<file path="src/rtl/rv32imc_1p_muldiv.sv">
// Iterative RV32M multiply/divide unit: radix-2 shift-add multiply and restoring divide,
// one bit per cycle, with single-cycle fast paths for divide-by-zero and signed overflow.
module rv32imc_1p_muldiv #(
   parameter int unsigned XLEN = 32
) (
   input  logic            clk,
   input  logic            rst,
   input  logic            start,
   input  logic [2:0]      funct3,
   input  logic [XLEN-1:0] rs1_dati,
   input  logic [XLEN-1:0] rs2_dati,
   input  logic [4:0]      rd_addr_i,
   output logic            busy,
   output logic            done,
   output logic [XLEN-1:0] rd_dato,
   output logic [4:0]      rd_addr,
   output logic            c_rf_write
);

   localparam logic [1:0] StIdle = 2'd0;
   localparam logic [1:0] StIter = 2'd1;
   localparam logic [1:0] StDone = 2'd2;

   logic [1:0]      state_q;
   logic [2:0]      op_q;
   logic [4:0]      cnt_q;
   logic [4:0]      rd_q;
   logic [XLEN-1:0] hi_q, lo_q, b_q;
   logic            neg_q, rneg_q, fast_q, done_q;

   // Operand decode at accept
   logic            accept, is_div, a_signed, b_signed, a_neg, b_neg;
   logic            div_zero, div_ovf, fast;
   logic [XLEN-1:0] mag_a, mag_b, fast_res;

   assign accept   = start && (state_q != StIter);
   assign is_div   = funct3[2];
   assign a_signed = is_div ? ~funct3[0] : (funct3[1:0] != 2'b11);
   assign b_signed = is_div ? ~funct3[0] : ~funct3[1];
   assign a_neg    = a_signed && rs1_dati[XLEN-1];
   assign b_neg    = b_signed && rs2_dati[XLEN-1];
   assign mag_a    = a_neg ? -rs1_dati : rs1_dati;
   assign mag_b    = b_neg ? -rs2_dati : rs2_dati;
   assign div_zero = is_div && (rs2_dati == '0);
   assign div_ovf  = is_div && !funct3[0] && (rs1_dati == {1'b1, {(XLEN-1){1'b0}}})
                     && (rs2_dati == '1);
   assign fast     = div_zero || div_ovf;
   assign fast_res = div_zero ? (funct3[1] ? rs1_dati : '1)
                              : (funct3[1] ? '0 : {1'b1, {(XLEN-1){1'b0}}});

   // One iteration step; hi/lo hold partial product or remainder/quotient
   logic [XLEN:0]   mul_sum, div_trial;
   logic            div_ok;
   logic [XLEN-1:0] hi_n, lo_n;

   always_comb begin
      mul_sum   = {1'b0, hi_q} + (lo_q[0] ? {1'b0, b_q} : '0);
      div_trial = {hi_q, lo_q[XLEN-1]} - {1'b0, b_q};
      div_ok    = ~div_trial[XLEN];
      if (op_q[2]) begin
         hi_n = div_ok ? div_trial[XLEN-1:0] : {hi_q[XLEN-2:0], lo_q[XLEN-1]};
         lo_n = {lo_q[XLEN-2:0], div_ok};
      end else begin
         hi_n = mul_sum[XLEN:1];
         lo_n = {mul_sum[0], lo_q[XLEN-1:1]};
      end
   end

   // Sign applied once to the magnitude result
   logic [2*XLEN-1:0] prod, prod_s;
   logic [XLEN-1:0]   quo_s, rem_s, result;

   always_comb begin
      prod   = {hi_q, lo_q};
      prod_s = neg_q ? -prod : prod;
      quo_s  = neg_q ? -lo_q : lo_q;
      rem_s  = rneg_q ? -hi_q : hi_q;
      if (fast_q)       result = hi_q;
      else if (op_q[2]) result = op_q[1] ? rem_s : quo_s;
      else              result = (op_q[1:0] == 2'b00) ? prod_s[XLEN-1:0] : prod_s[2*XLEN-1:XLEN];
   end

   always_ff @(posedge clk or posedge rst) begin
      if (rst) begin
         state_q <= StIdle;
         op_q    <= '0;
         cnt_q   <= '0;
         rd_q    <= '0;
         hi_q    <= '0;
         lo_q    <= '0;
         b_q     <= '0;
         neg_q   <= 1'b0;
         rneg_q  <= 1'b0;
         fast_q  <= 1'b0;
      end else if (accept) begin
         state_q <= fast ? StDone : StIter;
         op_q    <= funct3;
         cnt_q   <= '0;
         rd_q    <= rd_addr_i;
         hi_q    <= fast ? fast_res : '0;
         lo_q    <= is_div ? mag_a : mag_b;
         b_q     <= is_div ? mag_b : mag_a;
         neg_q   <= a_neg ^ b_neg;
         rneg_q  <= a_neg;
         fast_q  <= fast;
      end else if (state_q == StIter) begin
         hi_q  <= hi_n;
         lo_q  <= lo_n;
         cnt_q <= cnt_q + 5'd1;
         if (cnt_q == 5'd31) state_q <= StDone;
      end else if (state_q == StDone) begin
         state_q <= StIdle;
      end
   end

   // Result is registered out of DONE, so done pulses one cycle after DONE is entered
   always_ff @(posedge clk or posedge rst) begin
      if (rst) begin
         done_q  <= 1'b0;
         rd_dato <= '0;
         rd_addr <= '0;
      end else if (state_q == StDone) begin
         done_q  <= 1'b1;
         rd_dato <= result;
         rd_addr <= rd_q;
      end else begin
         done_q  <= 1'b0;
      end
   end

   assign busy       = (state_q == StIter);
   assign done       = done_q;
   assign c_rf_write = done_q && (rd_addr != 5'd0);

endmodule

</file>
<file path="config.mk">
export PLATFORM = sky130hd
export DESIGN_NAME = rv32imc_1p_muldiv
export DESIGN_NICKNAME = d
export VERILOG_FILES = /design/src/rtl/rv32imc_1p_muldiv.sv
export SDC_FILE = /design/constraint.sdc
export NUM_CORES = 1
export LEC_CHECK = 0
export CAP_MARGIN = 0
export CORE_AREA = 2 2 172 174
export CTS_CLUSTER_DIAMETER = 50
export DETAILED_ROUTE_END_ITERATION = 10
export DIE_AREA = 0 0 174 176
export PLACE_DENSITY_LB_ADDON = 0.3
export SLEW_MARGIN = 25
export SYNTH_ARGS = -nofsm -noshare
export SYNTH_HDL_FRONTEND = slang
export SYNTH_SLANG_ARGS = --single-unit
</file>
<file path="constraint.sdc">
create_clock -name clk -period 5.6 [get_ports clk]
set_input_delay 0.84 -clock clk [delete_from_list [all_inputs] [get_ports clk]]
set_output_delay 0.84 -clock clk [all_outputs]
set_load 0.005 [all_outputs]
</file>
==> impl_results.md <==
* Hold Fails Final Rpt at 0
* Setup TNS at 0 ps
* GR met1 Demand/Resource at 0.522
* Initial Util at 0.548
* Cells after Synth at 2084
* Rel. slew slack at 0.275
* Core ar. at 28500 sq um
* P&R area growth vs syn at 12.0%
* Simple-gate share of the synthesized area at 0.212
* Drt total wl at 64300 um
* Critical Path Sink: hi_q[31]
* Largest fanout on the critical path at 33
* Die area at 30600 sq um
* Min-Delay Path Class: reg2reg
* Syn_nets at 2232
* Most common cell on crit path: o311ai_1
* Fill count at 2684
* CP max stage cell: or3_2
* CTS Hold Bufs at 0
* Total congestion overflow at 0
* Finished Layout Cells at 2489
* Leakage at 7.15 nW
* DRT iter0 DRCs at 2030
* CTS Buf Count at 17
* Worst flop-to-flop path startpoint: lo_q[31]
* PostCTS Resize Cnt at 0
* IO buf count at 114
* Clk Latency, worst-skew pair at 460 ps
* Post-synthesis mux area share at 0.0432
* CTS clk-pin slew, worst paths at 80 ps
* Antenna diodes at 0
* Critical setup path kind: reg2reg
* Slowest stage delay, CP at 950 ps
* Total track usage at 0.417
* Share of cells above drive strength 1 at 0.0537
* Minimum clock period at 4570 ps
* Synth warnings at 0
* Ports at 115
* Sequential share of the synthesized area at 0.243
* RSZ-0062 raised after global routing: no
* CTS max path bufs at 2
* Post-DP HPWL at 49000 um
* WP data required at 5960 ps
* DIE HEIGHT at 176 um
* Synth Area in Compound Gates at 0.291
* CTS tree: yes
* Clk sink count at 152
* Final GP Congestion at 1.03
* Top_reg_cell synth: dfrtp_1
* Syn Std Cell Area at 15600 sq um
* First-pass GRT wire length at 96700 um
* Synth Area in Adders at 0.0594
* Total power at 11.4 mW
* Max-cap violations at 0
* Post-synth EDFFs at 0
* R2R cell count at 12
* CP Launch Point: lo_q[31]
* Root Driver: clkbuf_16
* Ys async rst share at 1.00
* Post-synthesis average cell area at 7.50 sq um
* Setup violators final at 0
* Dpl ws at 853 ps
* Library cells used by synthesis at 82
* Vias/cell at 6.81
* CP arrival at 4930 ps
* Post-Synth XOR/XNOR Area at 0.0952
* Antenna Nets Post-Route at 0
* Fin nets at 2240
* Fmax at 0.219 GHz
* PwrDens at 651 nW/um^2
* Global route hottest layer: met2
* Die W at 174 um
* Worst setup SP type: register
* Most frequent cells in the layout: nand2_1 (226), o21ai_0 (194), nor2_1 (182)
* Main combinational cell family by area after synthesis: compound AO/OA/AOI/OAI gates
* Final Cycle Share at 0.816
* Vias in the first global route at 15800
* Flop-to-flop setup slack at 1030 ps
* Pre-antenna DRT Iters at 7
* Max VDD drop at 0.356 mV
* DR WL/cell at 25.8 um
* Post-CTS setup buffers at 0
* Initial antenna violation count at 0
* DR vias at 17000
* M2 GR Usage at 0.663
* Commonest non-fill, non-tap cell in the layout: nand2_1
* Placed insts at 2457
* Setup WS post-layout at 1030 ps
* Met3 GRT Util at 0.0734
* Status: finished clean
* Slew Viols, Final at 0
* # H-tree levels at 4
* Worst-path cell chain: inv_1 > ha_1 > fa_1 > nand2b_1 > a21oi_1 > o21ai_0 > o311ai_1 > o21a_1 > nor3_1 > or3_2 > or3b_2 > o311ai_1
* R2R Path End: hi_q[31]
* # rows at 62
* Least-Margin Pin Slew at 1090 ps
* Hold slack at 468 ps
* Number of synthesized register bits at 152
* CP Capture Type: register
* Largest net degree at the start of global routing at 81
* DRC at 0
* Layout Skew at 11.9 ps
-- synth_stat cells (all sizes together) (21+ instances only) --
cell | instances | area (sq um)
or4 | 26 | 214
mux2i | 63 | 631
nor3 | 41 | 210
a21oi | 169 | 846
clkbuf | 139 | 523
a211oi | 42 | 315
o211ai | 54 | 405
nor2b | 21 | 131
xor2 | 71 | 622
dfrtp | 152 | 3800
a31oi | 23 | 144
o21ai | 203 | 1020
nand2 | 227 | 852
a21o | 25 | 188
nand3 | 46 | 230
xnor2 | 99 | 867
nor2 | 184 | 691
o31ai | 24 | 180
nand2b | 22 | 138
ha | 71 | 888
inv | 71 | 267
-- how the worst min path moves through the flow --
stage          startpoint          to  slack [ps]  cells after the start
6_report          rd_q[4]  rd_addr[4]         470                      2
3_5_place_dp      rd_q[4]  rd_addr[4]         450                      2
5_1_grt           rd_q[2]     rd_q[2]         510                      2
2_1_floorplan     rd_q[0]  rd_addr[0]         440                      2
4_1_cts           rd_q[4]  rd_addr[4]         470                      2
3_3_place_gp      rd_q[4]  rd_addr[4]         450                      2
-- where the power goes --
part           internal (mW)  switching (mW)  leakage, nW  total (mW)
Combinational           3.03            4.65         5.01        7.69
Clock                  0.608           0.587        0.290        1.20
Sequential              1.62           0.893         1.85        2.51
Total                   5.26            6.13         7.15        11.4
-- cells by family (layout without fill, tap and decap cells) --
| logic type | Yosys count | count (layout) |
|---|---|---|
| flip-flops | 152 | 152 |
| multiplexers | 67 | 67 |
| XOR/XNOR | 170 | 170 |
| adder cells (fa/ha/maj) | 73 | 73 |
| AND/OR/NAND/NOR | 682 | 682 |
| AO/OA/AOI/OAI | 712 | 712 |
| buffers and inverters | 228 | 249 |
-- per-stage QoR --
step | area, sq um | utilization
final | 17500 | 0.613
after global routing | 17500 | 0.613
after CTS | 17500 | 0.613
after detailed placement | 16900 | 0.593
after global placement | 16900 | 0.593
after floorplan | 15600 | -
-- routing by layer --
metal  wire length [um]  vias to the layer above  part of all wire
met2              28600                     1010              0.44
li1                   -                     7628                 -
met4               5050                        0             0.078
met5                  0                        -                 0
met1              24800                     8046              0.39
met3               5900                      269             0.092
-- layout make-up --
class / count / area (sq um) / area share
multi-input combinational: 1704 / 11000 / 0.627
timing repair buffer: 146 / 1380 / 0.0788
clock buffer: 18 / 439 / 0.0251
tap: 384 / 480 / 0.0274
inverter: 71 / 272 / 0.0155
sequential: 152 / 3800 / 0.217
clock inverter: 14 / 150 / 0.00858
-- critical path, delay by kind of cell, from the launching register on --
family	cells	cell delay, ps
flops	1	500
compound gates	5	1310
fa+ha+maj	2	660
simple gates	4	1820
buf+inv	1	170
-- state kept, by name, indices dropped and copies added (netlist names) --
| signal | flops |
|---|---|
| hi_q | 32 |
| rd_q | 5 |
| state_q | 2 |
| cnt_q | 5 |
| neg_q | 1 |
| fast_q | 1 |
| done | 1 |
| b_q | 32 |
| rd_addr | 5 |
| rd_dato | 32 |
| rneg_q | 1 |
| op_q | 3 |
| lo_q | 32 |
No activity file was read; power rests on OpenSTA's default activity.
